<file path="src/rtl/button_debounce_handshake_if.sv">
// Press-token handshake bundle between the button conditioner and its consumer.
// The master drives valid/pressed; the slave drives ready.
interface button_debounce_handshake_if;
    logic valid;
    logic ready;
    logic pressed;

    modport master (
        output valid,
        output pressed,
        input  ready
    );

    modport slave (
        input  valid,
        input  pressed,
        output ready
    );
endinterface

</file>
<file path="src/rtl/button_debounce_handshake.sv">
// Push-button synchroniser, debouncer and single-token valid/ready press source.
// Optional auto-repeat while held: define BUTTON_HANDSHAKE_REPEAT_EN.
module button_debounce_handshake #(
    parameter int unsigned DEBOUNCE_CYCLES = 742500,
    parameter logic        BUTTON_ACTIVE   = 1'b0
`ifdef BUTTON_HANDSHAKE_REPEAT_EN
    ,
    parameter int unsigned REPEAT_DELAY    = 37125000,
    parameter int unsigned REPEAT_PERIOD   = 7425000
`endif
) (
    input  logic clk,
    input  logic reset,
    input  logic button,
    button_debounce_handshake_if.master cmd
);

    localparam logic [23:0] DB_LAST = 24'(DEBOUNCE_CYCLES - 1);

    logic        pin_pressed;
    logic        sync1;
    logic        sync2;
    logic        stable;
    logic [23:0] cnt;
    logic        valid;
    logic        flip;
    logic        rise;
    logic        evt;

    assign pin_pressed = ~(button ^ BUTTON_ACTIVE);
    assign flip        = (sync2 != stable) && (cnt == DB_LAST);
    assign rise        = flip && !stable;

`ifdef BUTTON_HANDSHAKE_REPEAT_EN
    localparam logic [31:0] RD_LAST = 32'(REPEAT_DELAY - 1);
    localparam logic [31:0] RP_LAST = 32'(REPEAT_PERIOD - 1);

    logic [31:0] rcnt;
    logic        first;
    logic        rpt;

    // First repeat waits the long delay, later ones the short period
    assign rpt = stable && (rcnt == (first ? RD_LAST : RP_LAST));
    assign evt = rise | rpt;

    always_ff @(posedge clk or posedge reset) begin
        if (reset) begin
            rcnt  <= '0;
            first <= 1'b1;
        end else if (!stable) begin
            rcnt  <= '0;
            first <= 1'b1;
        end else if (rpt) begin
            rcnt  <= '0;
            first <= 1'b0;
        end else begin
            rcnt  <= rcnt + 32'd1;
        end
    end
`else
    assign evt = rise;
`endif

    always_ff @(posedge clk or posedge reset) begin
        if (reset) begin
            sync1  <= 1'b0;
            sync2  <= 1'b0;
            stable <= 1'b0;
            cnt    <= '0;
            valid  <= 1'b0;
        end else begin
            sync1 <= pin_pressed;
            sync2 <= sync1;
            if (sync2 == stable) begin
                cnt <= '0;
            end else if (cnt == DB_LAST) begin
                stable <= sync2;
                cnt    <= '0;
            end else begin
                cnt <= cnt + 24'd1;
            end
            // A new event wins over a same-edge accept; no queueing
            valid <= evt | (valid & ~cmd.ready);
        end
    end

    assign cmd.valid   = valid;
    assign cmd.pressed = stable;

endmodule

</file>
<file path="src/flat_wrapper.sv">
// flat-port wrapper written by rule: the top's interface ports become plain ports
module button_debounce_handshake_flat 
#(
    parameter int unsigned DEBOUNCE_CYCLES = 742500,
    parameter logic        BUTTON_ACTIVE   = 1'b0

)
  (clk, reset, button, cmd_valid, cmd_pressed, cmd_ready);
  button_debounce_handshake_if cmd_i ();
  input  logic clk;
  input  logic reset;
  input  logic button;
  output wire logic [$bits(cmd_i.valid)-1:0] cmd_valid;
  output wire logic [$bits(cmd_i.pressed)-1:0] cmd_pressed;
  input wire logic [$bits(cmd_i.ready)-1:0] cmd_ready;
  assign cmd_valid = cmd_i.valid;
  assign cmd_pressed = cmd_i.pressed;
  assign cmd_i.ready = cmd_ready;
  button_debounce_handshake #(.DEBOUNCE_CYCLES(DEBOUNCE_CYCLES), .BUTTON_ACTIVE(BUTTON_ACTIVE)) u_core (.clk(clk), .reset(reset), .button(button), .cmd(cmd_i));
endmodule
</file>
<file path="config.mk">
export PLATFORM = sky130hd
export DESIGN_NAME = button_debounce_handshake_flat
export DESIGN_NICKNAME = d
export VERILOG_FILES = /design/src/rtl/button_debounce_handshake_if.sv /design/src/rtl/button_debounce_handshake.sv /design/src/flat_wrapper.sv
export SDC_FILE = /design/constraint.sdc
export NUM_CORES = 1
export LEC_CHECK = 0
export CAP_MARGIN = 20
export CORE_MARGIN = 10
export CORE_UTILIZATION = 53
export DETAILED_ROUTE_END_ITERATION = 8
export PLACE_DENSITY = 0.74
export SYNTH_ARGS = -nofsm -noshare
export SYNTH_HDL_FRONTEND = slang
export SYNTH_SLANG_ARGS = --single-unit
</file>
<file path="constraint.sdc">
create_clock -name clk -period 1.9 [get_ports clk]
set_input_delay 0.57 -clock clk [delete_from_list [all_inputs] [get_ports clk]]
set_output_delay 0.57 -clock clk [all_outputs]
set_load 0.03 [all_outputs]
</file>
==> flow_metrics.py, run 1 <==
metrics = {
    "run_status": {
        "status": "finished with violations",
        "violations": "negative setup slack",
    },
    "power_and_ir_drop": {
        "vdd.ir_drop.worst_v": 0.0007147,
        "design_power_total_mw": 1.057,
        "power_per_cell_area_mw_per_mm2": 629.9,
        "static-leakage-power_nw": 0.6952,
    },
    "sta": {
        "worst_slew_pin_slew_ps": 368.5,
        "clock.fmax_mhz": 500.7,
        "layout_worst_path_cycle_share": 1.051,
        "skew_final_ps": 14.59,
        "final-setup-viol-count": 25,
        "relative_slew_margins": 0.7537,
        "setup_ws_ps": -97.33,
        "finalHoldViolations": 0,
        "post-route-min-period_ps": 1997,
        "slew_violations": 0,
        "grt_setup_unrepaired": "yes",
    },
    "placed_design": {
        "post-place-cells": 187,
        "portBuffers": 5,
        "hpwlAfterDp_um": 2169,
        "placement_cell_area_mm2": 0.001624,
        "finalWeightedCongestion": 0.7856,
    },
    "hold_path": {
        "hold_path_class": "reg -> reg",
        "hold_path_depth": 0,
        "worst_hold_path.endpoint": "u_core.sync2",
        "min-delay-start": "u_core.sync1",
    },
    "drt": {
        "vias": 1168,
        "met2_wirelength_um": 1511,
        "drt_first_iter_violations": 109,
        "routed_wire_length_um": 3021,
        "post-route-drc-count": 0,
        "topRoutingLayerUsed": "met4",
        "wl_met3_um": 107,
        "detail_route.vias_per_cell": 6.115,
        "detailed_routing_wirelength_on_met1_um": 1342,
        "wire_per_inst_um": 15.82,
        "drtPass1Iterations": 4,
        "final_antenna_violating_net_count": 0,
    },
    "cts": {
        "clkLatencyLatePin_ps": 340,
        "clock-sinks": 28,
        "cts_max_level": 1,
        "tritoncts.num_buffers": 3,
        "hold_bufs_at_cts": 0,
        "clk_root_buffer_cell": "sky130_fd_sc_hd__clkbuf_4",
        "cts_tree": "built",
        "postCtsSetupBuffers": 0,
        "clock_pin_slew_on_the_worst_setup_and_hold_paths_ps": 140,
        "clockBufferDepth": 2,
    },
    "synthesis": {
        "seq_area_frac_synth": 0.4853,
        "post_synthesis_adder_cell_area_fraction": 0.008666,
        "postSynthCellCount": 145,
        "muxShareOfSynthArea": 0.01473,
        "synth-warning-count": 0,
        "synth-xor-area-share": 0.07279,
        "syn_area_per_cell_um2": 9.958,
        "netlist_area_mm2": 0.001444,
        "synth_compound_gate_area_share": 0.1049,
        "synth_top_family_by_area": "simple AND/OR/NAND/NOR gates",
        "yosys.cell_types.count": 35,
        "mappedNetlistNets": 150,
        "synth_simple_gate_area_share": 0.2608,
        "ys_seq_elements": 28,
    },
    "cells_and_area": {
        "finish.net_count": 167,
        "share_of_cells_above_drive_strength_1": 0.1988,
        "antenna_cells": 0,
        "final_cells": 191,
        "synthesis_to_finish_area_growth_pct": 16.20,
        "post_route_cell_area_mm2": 0.001678,
        "final_common_cell": "sky130_fd_sc_hd__dfrtp_1",
        "leading_cell_types_in_the_layout_fill_and_taps_excluded": "sky130_fd_sc_hd__dfrtp_1 (28), sky130_fd_sc_hd__buf_4 (15), sky130_fd_sc_hd__nor2_1 (13)",
    },
    "worst_setup_path": {
        "worstReg2RegStart": "u_core.cnt[11]",
        "worst-endpoint-arrival_ps": 2220,
        "setup.worst_path.class": "reg -> reg",
        "worst_r2r_endpoint": "u_core.cmd.pressed",
        "worst_r2r_path_depth": 4,
        "req_time_crit_path_ps": 2130,
        "critical_path.startpoint_type": "register",
        "rrSetupSlack_ps": -100,
        "endpoint_kind": "register",
        "worst-path-max-fanout": 3,
    },
    "floorplan": {
        "floorplan.die.height_um": 72.20,
        "boundaryPins": 6,
        "placement_row_count": 18,
        "die-area_mm2": 0.005212,
        "horiz_die_dim_um": 72.20,
        "floorplan.core_area_mm2": 0.002545,
        "initial_utilization": 0.5674,
    },
    "global_routing": {
        "grt_overall_usage": 0.1294,
        "grt_antenna_before_repair": 0,
        "grt_pass1_wl_um": 5644,
        "grt_overflow_total": 0,
        "grt_start_max_net_pins": 29,
        "grt_pass1_vias": 1280,
    },
    "run": {
        "max-cap-violations": 0,
    },
}
[layer usage]
metal,vias to the layer above,global-route usage
li1,554,-
met1,581,0.1603
met2,22,0.2099
met3,11,0.02993
met4,0,0.05376
met5,-,0
[worst max-delay path by stage]
stage | start | end | slack [ps] | cells past startpoint
6_report | u_core.cnt[11] | u_core.cmd.pressed | -100 | 4
5_1_grt | u_core.cnt[11] | u_core.cnt[0] | -150 | 5
4_1_cts | u_core.cnt[11] | u_core.cnt[18] | -90 | 5
3_5_place_dp | u_core.cnt[11] | u_core.cmd.pressed | -70 | 4
3_3_place_gp | u_core.cnt[11] | u_core.cmd.pressed | -60 | 4
2_1_floorplan | u_core.cnt[8] | u_core.cmd.pressed | -70 | 4
[cell usage after synthesis]
cell | n | area (um2)
sky130_fd_sc_hd__nand3_1 | 7 | 35.03
sky130_fd_sc_hd__nand2b_1 | 1 | 6.260
sky130_fd_sc_hd__and2_1 | 2 | 12.51
sky130_fd_sc_hd__buf_4 | 1 | 7.510
sky130_fd_sc_hd__a21oi_1 | 10 | 50.05
sky130_fd_sc_hd__or2_0 | 1 | 6.260
sky130_fd_sc_hd__mux2_2 | 1 | 11.26
sky130_fd_sc_hd__and3_2 | 1 | 7.510
sky130_fd_sc_hd__xor2_1 | 11 | 96.34
sky130_fd_sc_hd__a32o_1 | 1 | 10.01
sky130_fd_sc_hd__nand2_1 | 8 | 30.03
sky130_fd_sc_hd__nor4_1 | 1 | 6.260
sky130_fd_sc_hd__buf_2 | 1 | 5.000
sky130_fd_sc_hd__ha_1 | 1 | 12.51
sky130_fd_sc_hd__and4_2 | 1 | 10.01
sky130_fd_sc_hd__xnor2_1 | 1 | 8.760
sky130_fd_sc_hd__and2_2 | 1 | 7.510
sky130_fd_sc_hd__nor4b_1 | 2 | 17.52
sky130_fd_sc_hd__o31ai_1 | 7 | 52.55
sky130_fd_sc_hd__or4b_4 | 1 | 13.76
sky130_fd_sc_hd__or3_1 | 3 | 18.77
sky130_fd_sc_hd__and3b_1 | 1 | 8.760
sky130_fd_sc_hd__o21ai_4 | 1 | 16.27
sky130_fd_sc_hd__dfrtp_1 | 28 | 700.7
sky130_fd_sc_hd__o21ai_0 | 3 | 15.01
sky130_fd_sc_hd__nand4_1 | 9 | 56.30
sky130_fd_sc_hd__or4_1 | 8 | 60.06
sky130_fd_sc_hd__buf_6 | 2 | 22.52
sky130_fd_sc_hd__mux2i_1 | 1 | 10.01
sky130_fd_sc_hd__and4_1 | 2 | 17.52
sky130_fd_sc_hd__inv_1 | 7 | 26.28
sky130_fd_sc_hd__nor2_1 | 14 | 52.55
sky130_fd_sc_hd__o211ai_1 | 1 | 7.510
sky130_fd_sc_hd__nor4bb_1 | 1 | 10.01
sky130_fd_sc_hd__clkbuf_1 | 4 | 15.01
[power breakdown]
part | switching [mW] | internal, mW | total (mW)
Combinational | 0.0341 | 0.0231 | 0.0572
Clock | 0.177 | 0.213 | 0.391
Sequential | 0.00589 | 0.603 | 0.609
[stage by stage]
stage / worst slack (ps) / TNS [ps] / hold slack, ps / util
after floorplan: -72.87 / -737.6 / 331.2 / -
after detailed placement: -74.98 / -1062 / 336.5 / 0.6382
after global placement: -62.60 / -660.6 / 332.5 / 0.6382
after CTS: -92.19 / -1635 / 370.7 / 0.6593
final: -97.33 / -1357 / 366.4 / 0.6593
after global routing: -151.6 / -3272 / 391.4 / 0.6593
[timing repair]
action | 4_1_cts | 5_1_grt
endpoints found under the setup margin | 26 | 26
gates resized for setup | 3 | 0
pin swaps | 0 | 1
endpoints found under the hold margin | 0 | 0
[critical path, stage by stage, from the launching register on]
cell and delay (ps):
sky130_fd_sc_hd__dfrtp_1 400, sky130_fd_sc_hd__or4_1 520, sky130_fd_sc_hd__or4b_4 540, sky130_fd_sc_hd__nor2_4 140, sky130_fd_sc_hd__mux2_4 300
[kinds of logic after synthesis]
kind of cell	Yosys count
AND/OR/NAND/NOR	64
buffers and inverters	15
AO/OA/AOI/OAI	23
XOR/XNOR	12
flip-flops	28
adder cells (fa/ha/maj)	1
multiplexers	2
[registers in the layout, indices dropped and copies added (netlist names)]
name and cells:
u_core.cmd.pressed 1, u_core.cmd.valid 1, u_core.cnt 24, u_core.sync1 1, u_core.sync2 1
[area by class of cell]
cell class	count	area [um2]
fillers	213	867.1
flip-flops and latches	28	700.7
multi-input cells	102	700.7
repair buffers	20	160.2
well taps	30	37.54
clock inverters	1	30.03
inverters	7	26.28
clock buffers	3	22.52
Power figures use the tool's default switching activity.
==> run 2, diff against run 1 <==
Settings changed: CORE_UTILIZATION 53 to 50, PLACE_DENSITY 0.74 to 0.7, SETUP_SLACK_MARGIN set to 0.02.
==> run 2 against run 1 <==
Net effect:
- the run still ends with negative setup slack left
- clock skew is 5.9 ps lower
- power shrank 14%
- sequential share of layout area hardly changed
- flip-flop and latch count stayed put
- critical endpoint is now u_core.cnt[19]
==> flow_metrics.py, run 2 (same netlist as run 1, synthesis figures left out) <==
metrics = {
    "run_status": {
        "status": "finished with violations",
        "violations": "negative setup slack",
    },
    "cts": {
        "clock_pin_slew_on_the_worst_setup_and_hold_paths_ps": 140,
        "clockBufferDepth": 2,
        "clk_root_buffer_cell": "sky130_fd_sc_hd__clkbuf_4",
        "clkLatencyLatePin_ps": 330,
        "postCtsSetupBuffers": 0,
        "cts_max_level": 1,
        "clock-sinks": 28,
        "cts_tree": "built",
        "tritoncts.num_buffers": 3,
    },
    "drt": {
        "routed_wire_length_um": 3091,
        "drt_first_iter_violations": 107,
        "final_antenna_violating_net_count": 0,
        "wire_per_inst_um": 16.27,
        "vias": 1142,
        "detail_route.vias_per_cell": 6.011,
        "post-route-drc-count": 0,
        "drtPass1Iterations": 4,
    },
    "sta": {
        "clock.fmax_mhz": 493.6,
        "layout_worst_path_cycle_share": 1.066,
        "worst_slew_pin_slew_ps": 364.6,
        "setup_ws_ps": -125.8,
        "final-setup-viol-count": 24,
        "finalHoldViolations": 0,
        "skew_final_ps": 8.674,
        "slew_violations": 0,
        "relative_slew_margins": 0.7563,
        "post-route-min-period_ps": 2026,
        "grt_setup_unrepaired": "yes",
    },
    "worst_setup_path": {
        "rrSetupSlack_ps": -130,
        "critical_path.startpoint_type": "register",
        "req_time_crit_path_ps": 2110,
        "setup.worst_path.class": "reg -> reg",
        "worst-path-max-fanout": 11,
        "worst-endpoint-arrival_ps": 2240,
        "endpoint_kind": "register",
    },
    "global_routing": {
        "grt_use_met1": 0.1563,
        "grt_overflow_total": 0,
        "grt_pass1_wl_um": 5547,
        "grt_antenna_before_repair": 0,
        "grt_util_met3": 0.02019,
        "groute.layer.met2.usage": 0.2169,
        "gr-max-usage-layer": "met2",
        "grt_overall_usage": 0.1265,
        "grt_start_max_net_pins": 16,
        "grt_pass1_vias": 1164,
    },
    "floorplan": {
        "floorplan.core_area_mm2": 0.002758,
        "floorplan.die.height_um": 73.74,
        "placement_row_count": 19,
        "die-area_mm2": 0.005437,
        "initial_utilization": 0.5236,
        "boundaryPins": 6,
        "horiz_die_dim_um": 73.74,
    },
    "cells_and_area": {
        "max_reg_flops": 24,
        "post_route_cell_area_mm2": 0.001677,
        "multi_input_area_um2": 710.7,
        "synthesis_to_finish_area_growth_pct": 16.12,
        "final_common_cell": "sky130_fd_sc_hd__dfrtp_1",
        "antenna_cells": 0,
        "fillers": 247,
        "share_of_cells_above_drive_strength_1": 0.2075,
        "sequential_cell_area_um2": 700.7,
        "largest-register": "u_core.cnt",
        "finalCoreUtilization": 0.6080,
        "leading_cell_types_in_the_layout_fill_and_taps_excluded": "sky130_fd_sc_hd__dfrtp_1 (28), sky130_fd_sc_hd__nor2_1 (12), sky130_fd_sc_hd__buf_4 (12)",
        "finish.net_count": 166,
    },
    "placed_design": {
        "finalWeightedCongestion": 0.8296,
        "portBuffers": 5,
        "hpwlAfterDp_um": 2340,
        "placement_cell_area_mm2": 0.001643,
    },
    "power_and_ir_drop": {
        "vdd.ir_drop.worst_v": 0.0004690,
        "power_per_cell_area_mw_per_mm2": 545.0,
        "static-leakage-power_nw": 0.6853,
    },
    "hold_path": {
        "hold_path_class": "reg -> reg",
    },
    "run": {
        "max-cap-violations": 0,
    },
}
## run 2: layout make-up
| type | instances | share of cell area |
|---|---|---|
| flip-flops and latches | 28 | 0.4179 |
| inverters | 7 | 0.01567 |
| clock buffers | 3 | 0.01343 |
| multi-input cells | 102 | 0.4239 |
| repair buffers | 19 | 0.1060 |
| well taps | 31 | 0.02313 |
## run 2: what timing repair did
action | CTS | global route
hold buffers | 0 | 0
endpoints found under the setup margin | 27 | 25
gates cloned | 0 | 0
pin swaps | 1 | 1
resized for setup | 3 | 3
## run 2: per-stage QoR
stage	hold WS [ps]	setup WS (ps)	instances	setup TNS [ps]	power [mW]
finish	368.2	-125.8	190	-2513	0.9137
global route	388.4	-185.4	190	-4011	0.9540
CTS	370.6	-130.8	190	-2599	0.9198
detailed placement	339.3	-111.8	187	-2005	0.6836
global placement	333.0	-72.33	187	-1112	0.6810
floorplan	331.2	-72.87	145	-737.6	0.6554
## run 2: layer usage
metal | vias up | share of wire
met5 | - | 0
met4 | 0 | 0.0087
met3 | 4 | 0.029
met1 | 570 | 0.43
met2 | 15 | 0.53
li1 | 553 | -
## run 2: critical path, stage by stage, from the launching register on
cell	delay, ps
sky130_fd_sc_hd__dfrtp_1	400
sky130_fd_sc_hd__or4_1	520
sky130_fd_sc_hd__or4b_4	550
sky130_fd_sc_hd__o21ai_4	220
sky130_fd_sc_hd__buf_12	180
sky130_fd_sc_hd__a21oi_2	40
## run 2: worst paths after layout
check | start | to | depth (start not counted)
setup reg to reg | u_core.cnt[11] | u_core.cnt[19] | 5
setup / recovery | u_core.cnt[11] | u_core.cnt[19] | 5
min in group asynchronous | reset | u_core.cnt[4] | 3
hold reg to reg | u_core.sync1 | u_core.sync2 | 0
hold / removal | u_core.sync1 | u_core.sync2 | 0
max in group asynchronous | reset | u_core.cnt[21] | 3
## run 2: power by group
group	switching [mW]	leakage (nW)	internal [mW]
Combinational	0.0360	0.287	0.0278
Sequential	0.00598	0.384	0.603
Clock	0.166	0.0138	0.0744
